===== src/rtl/vblank_update_sched.sv =====
// vblank_update_sched: registered VGA pixel coordinates plus a per-frame
// scheduler that grants game-state update clients one at a time during vertical blank.
module vblank_update_sched #(
    parameter int HPIXELS = 800,
    parameter int VLINES  = 521,
    parameter int HBP     = 144,
    parameter int HFP     = 784,
    parameter int VBP     = 31,
    parameter int VFP     = 511,
    parameter int NCLIENT = 3
) (
    input  logic               dclk,
    input  logic               clr,
    input  logic [9:0]         hc,
    input  logic [9:0]         vc,
    input  logic [NCLIENT-1:0] upd_done,
    output logic [NCLIENT-1:0] upd_go,
    output logic               video_on,
    output logic [9:0]         px,
    output logic [8:0]         py,
    output logic               frame_tick,
    output logic [15:0]        frame_cnt,
    output logic               overrun,
    output logic [7:0]         ovr_cnt
);

    localparam int IW = (NCLIENT > 1) ? $clog2(NCLIENT) : 1;

    localparam logic [9:0]         HPIX_V   = 10'(HPIXELS);
    localparam logic [9:0]         VLIN_V   = 10'(VLINES);
    localparam logic [9:0]         HBP_V    = 10'(HBP);
    localparam logic [9:0]         HFP_V    = 10'(HFP);
    localparam logic [9:0]         VBP_V    = 10'(VBP);
    localparam logic [9:0]         VFP_V    = 10'(VFP);
    localparam logic [IW-1:0]      LAST_IDX = IW'(NCLIENT - 1);
    localparam logic [NCLIENT-1:0] FIRST_GO = NCLIENT'(1);

    typedef enum logic [1:0] {
        IDLE,
        GRANT,
        DONE
    } state_t;

    state_t              state_q, state_d;
    logic [IW-1:0]       idx_q, idx_d;
    logic [NCLIENT-1:0]  go_q, go_d;
    logic                frame_tick_q, frame_tick_d;
    logic [15:0]         frame_cnt_q, frame_cnt_d;
    logic                overrun_q, overrun_d;
    logic [7:0]          ovr_cnt_q, ovr_cnt_d;
    logic                video_on_q, video_on_d;
    logic [9:0]          px_q, px_d;
    logic [8:0]          py_q, py_d;

    logic start_ev;
    logic deadline_ev;
    logic ack;
    logic last;

    // Pixel path: out-of-range counters never count as active video.
    always_comb begin
        video_on_d = (hc < HPIX_V) && (vc < VLIN_V) &&
                     (hc >= HBP_V) && (hc < HFP_V) &&
                     (vc >= VBP_V) && (vc < VFP_V);
        px_d = '0;
        py_d = '0;
        if (video_on_d) begin
            px_d = hc - HBP_V;
            py_d = 9'(vc - VBP_V);
        end
    end

    assign start_ev    = (hc == 10'd0) && (vc == VFP_V);
    assign deadline_ev = (hc == 10'd0) && (vc == VBP_V);
    assign ack         = go_q[idx_q] & upd_done[idx_q];
    assign last        = (idx_q == LAST_IDX);

    // A blank start in any state opens a new frame; in GRANT it first
    // closes the old one exactly like a deadline would.
    always_comb begin
        state_d      = state_q;
        idx_d        = idx_q;
        go_d         = '0;
        frame_tick_d = 1'b0;
        frame_cnt_d  = frame_cnt_q;
        overrun_d    = 1'b0;
        ovr_cnt_d    = ovr_cnt_q;

        case (state_q)
            GRANT: begin
                if (deadline_ev || start_ev) begin
                    state_d = IDLE;
                    idx_d   = '0;
                    if (!(ack && last)) begin
                        overrun_d = 1'b1;
                        ovr_cnt_d = (ovr_cnt_q == 8'hFF) ? ovr_cnt_q : ovr_cnt_q + 8'd1;
                    end
                end else if (ack) begin
                    if (last) begin
                        state_d = DONE;
                    end else begin
                        idx_d = idx_q + IW'(1);
                    end
                end else begin
                    go_d = FIRST_GO << idx_q;
                end
            end
            DONE: begin
                if (deadline_ev) begin
                    state_d = IDLE;
                end
            end
            default: begin
            end
        endcase

        if (start_ev) begin
            state_d      = GRANT;
            idx_d        = '0;
            go_d         = FIRST_GO;
            frame_tick_d = 1'b1;
            frame_cnt_d  = frame_cnt_q + 16'd1;
        end
    end

    always_ff @(posedge dclk or posedge clr) begin
        if (clr) begin
            state_q      <= IDLE;
            idx_q        <= '0;
            go_q         <= '0;
            frame_tick_q <= 1'b0;
            frame_cnt_q  <= '0;
            overrun_q    <= 1'b0;
            ovr_cnt_q    <= '0;
            video_on_q   <= 1'b0;
            px_q         <= '0;
            py_q         <= '0;
        end else begin
            state_q      <= state_d;
            idx_q        <= idx_d;
            go_q         <= go_d;
            frame_tick_q <= frame_tick_d;
            frame_cnt_q  <= frame_cnt_d;
            overrun_q    <= overrun_d;
            ovr_cnt_q    <= ovr_cnt_d;
            video_on_q   <= video_on_d;
            px_q         <= px_d;
            py_q         <= py_d;
        end
    end

    assign upd_go     = go_q;
    assign video_on   = video_on_q;
    assign px         = px_q;
    assign py         = py_q;
    assign frame_tick = frame_tick_q;
    assign frame_cnt  = frame_cnt_q;
    assign overrun    = overrun_q;
    assign ovr_cnt    = ovr_cnt_q;

endmodule


===== config.mk =====
export PLATFORM = sky130hd
export DESIGN_NAME = vblank_update_sched
export DESIGN_NICKNAME = d
export VERILOG_FILES = /design/src/rtl/vblank_update_sched.sv
export SDC_FILE = /design/constraint.sdc
export NUM_CORES = 1
export LEC_CHECK = 0
export BUFFER_PORTS_ARGS = -buffer_cell sky130_fd_sc_hd__buf_2
export CORE_MARGIN = 3
export CORE_UTILIZATION = 58
export CTS_BUF_LIST = sky130_fd_sc_hd__clkbuf_2 sky130_fd_sc_hd__clkbuf_4 sky130_fd_sc_hd__clkbuf_8
export DETAILED_ROUTE_END_ITERATION = 10
export PLACE_DENSITY = 0.87
export SLEW_MARGIN = 20
export SYNTH_ARGS = -nofsm -noshare
export SYNTH_HDL_FRONTEND = slang
export SYNTH_SLANG_ARGS = --single-unit

===== constraint.sdc =====
create_clock -name dclk -period 4.71 [get_ports dclk]
set_input_delay 1.413 -clock dclk [delete_from_list [all_inputs] [get_ports dclk]]
set_output_delay 1.413 -clock dclk [all_outputs]
set_load 0.02 [all_outputs]

==> impl_metrics.csv <==
group,metric,value,unit
outcome,outcome,"completed",
final_layout,diodes,0,
grt,grtUsageTotal,22.7,%
min_path,hold_path_class,"register to register",
critical_path,critPathLaunchType,"input pin",
sta,fin_skew,4.04,ps
detailed_routing,wirelength,5.64,mm
yosys,ys_ff_latch,53,
floorplanning,placementRows,23,
critical_path,max_stage_delay,420,ps
floorplanning,start_util,63.0,%
detailed_routing,via_count,2031,
floorplanning,die_w,73.5,um
grt,grt_pass1_wl,9.47,mm
critical_path,critPathTopFamily,"simple AND/OR/NAND/NOR gates",
critical_path,path_depth,7,
final_layout,fin_util,75.5,%
critical_path,crit_path_top_delay_cell,"nor4_4",
detailed_routing,drc_errors,0,
critical_path,worstSetupPathType,"input pin to register",
final_layout,multiInputGateArea,1230,um2
grt,gr-total-overflow,0,
sta,rsz0062_at_grt,"false",
clocking,cts.clk_slew.worst_paths,90,ps
clocking,cts_buffers,5,
grt,grt_max_degree,54,
critical_path,crit_path_end_kind,"register",
yosys,async_reset_ff_share,100,%
clocking,cts.repair.resized,0,
placed_design,portBuffers,73,
detailed_routing,dr.pass1.iters,4,
yosys,syn-cell-area,2650,um2
final_layout,fin_area,3170,um2
floorplanning,core-area,4200,um2
sta,max_slew_margin,41.5,%
power_and_ir_drop,power,876,uW
grt,grt_pass1_vias,2080,
power_and_ir_drop,switching_share,23.7,%
sta,hold_viol_final,0,
min_path,hold_start,"frame_cnt[8]$_DFFE_PP0P_",
critical_path,path_cells,"buf_2 -> inv_1 -> ha_1 -> nor4b_4 -> nand4_4 -> nor4_4 -> mux2_1",
clocking,root_buffer,"clkbuf_8",
critical_path,reg2reg_depth,6,
critical_path,cp_max_fo,6,
final_layout,register_area,1330,um2
final_layout,area_delta_synth_final,19.8,%
placed_design,dp_hpwl,4.21,mm
placed_design,dpl_cell_area,3050,um2
yosys,synth_cell_types,52,
power_and_ir_drop,switchingPower,208,uW
critical_path,worst-path-buf-inv,2,
yosys,ys_seq_area_share,50.1,%
sta,fin_tns_setup,0,ps
sta,fin_crit,2920,ps
final_layout,final_nets,345,
final_layout,final_cells,361,
detailed_routing,ant_nets,0,
critical_path,crit_required,4890,ps
sta,period_share,62.0,%
clocking,cts_tree,"yes",
yosys,syn-instance-count,234,
floorplanning,dieArea,5410,um2
detailed_routing,initialDrtViolationCount,90,
yosys,synth-edff-count,0,
sta,setup_viol,0,
placed_design,gp_congestion,0.841,
power_and_ir_drop,max-vdd-ir-drop,167,uV
yosys,yosys_warnings,0,
yosys,synthesis.nets,269,
power_and_ir_drop,p_per_area,276,nW/um2
clocking,cts.path.max_buffers,2,
floorplanning,io_pins,74,
detailed_routing,wire_per_inst,15.6,um
power_and_ir_drop,p_int,668,uW
grt,antenna_found_initial,0,
final_layout,fillCellCount,300,
power_and_ir_drop,p_seq_share,53.4,%
critical_path,crit_start,"hc[5]",
detailed_routing,routed_via_density,5.63,
clocking,htreeDepth,2,
sta,fin_ws,1790,ps
critical_path,crit_arrival,3100,ps
power_and_ir_drop,clkPwrFrac,36.3,%
min_path,whs_path_depth,1,
placed_design,pre_cts_slack,1480,ps
placed_design,placed_cells,353,
critical_path,r2r-start,"idx_q[0]$_DFFE_PP0P_",
flow_run,max-cap-violations,0,
clocking,clk_latency,300,ps
final_layout,layout-drive-gt1-share,34.1,%
power_and_ir_drop,leakagePower,1.65,nW
sta,finalMaxSlewViolations,0,
clocking,ctsHoldBuffers,0,
sta,timing.hold.ws,487,ps
floorplanning,die-height,73.5,um
clocking,cts_sinks,53,
sta,tightest_slew,876,ps
clocking,post_cts_buffers,0,
power_and_ir_drop,p_comb_share,10.3,%
yosys,syn_avg_cell_area,11.3,um2
yosys,synth_ff_type,"dfrtp_1",
sta,fmax,343,MHz
## worst register-to-register path, cell delays in order, from the launching register on
cell and delay, ps:
dfrtp_1 430, inv_1 120, ha_1 230, inv_1 110, a2111oi_4 70, nor4_4 440
mux2_1 380
## cell usage after synthesis, drive strengths merged, types with 2 or more instances
library cell	instances	share of area (%)
dfrtp	53	50
nor2	25	4.7
inv	17	2.4
xnor2	17	5.6
nand4	14	3.9
xor2	11	3.6
ha	10	4.7
nand3	10	1.9
nand2	9	1.3
and3	7	1.7
nor3	7	1.7
nor4	7	3.4
o21ai	4	0.76
a21oi	3	0.57
and4	3	1.0
buf	3	0.80
nand2b	3	0.99
a211o	2	0.99
a211oi	2	0.76
a21boi	2	0.57
a31oi	2	0.47
and2	2	0.47
mux2	2	0.85
o22ai	2	0.47
or2	2	0.47
## state kept, by name, summed over array words and instances (netlist names)
register / cells
frame_cnt: 16
frame_tick: 1
idx_q: 2
overrun: 1
ovr_cnt: 8
px: 10
py: 9
state_q: 2
upd_go: 3
video_on: 1
## logic make-up after synthesis
kind of cell,Yosys count,share of synthesized area [%]
mux,2,0.851
xor+xnor,28,9.27
buf+inv,21,3.36
fa+ha+maj,10,4.73
flops,53,50.1
simple gates,95,23.7
compound gates,25,7.99
## cell type report
class / instances / share of cell area (%)
Clock buffer: 6 / 2.60
Clock inverter: 2 / 1.18
Inverter: 17 / 2.05
Multi-Input combinational cell: 160 / 38.8
Sequential cell: 53 / 41.8
Tap cell: 50 / 1.97
Timing Repair Buffer: 73 / 11.5
## power groups by stage
stage               combinational (mW)  clock, mW  sequential (mW)
global placement                0.0878          0            0.477
CTS                             0.0912      0.326            0.468
floorplan                       0.0399          0            0.491
detailed placement              0.0907          0            0.477
finish                          0.0904      0.318            0.468
global route                    0.0997      0.341            0.469
## placed cells by master (no fill, tap or decap), drive strengths merged, types with 3 or more instances in the layout
cell type,n
and4,3
ha,10
nand4,14
o21ai,4
inv,16
clkbuf,6
nand3,10
buf,73
xor2,11
dfrtp,53
xnor2,17
nor2,25
and3,7
a21oi,3
nor4,7
nand2,9
nand2b,3
nor3,7
## metal layers
metal,vias up,part of all wire (%),global-route usage [%]
met4,0,2.1,8.25
met3,13,6.5,6.02
met5,-,0,0
met1,975,40,27.5
li1,978,-,-
met2,65,51,38.6
## final timing paths
kind	end	slack (ps)
min in group asynchronous	overrun$_DFF_PP0_	1250
hold / removal	frame_cnt[8]$_DFFE_PP0P_	490
setup reg to reg	ovr_cnt[1]$_DFFE_PP0P_	2800
hold reg to reg	frame_cnt[8]$_DFFE_PP0P_	490
setup / recovery	ovr_cnt[1]$_DFFE_PP0P_	1790
max in group asynchronous	upd_go[0]$_DFF_PP0_	2940
Power figures use the tool's default switching activity.
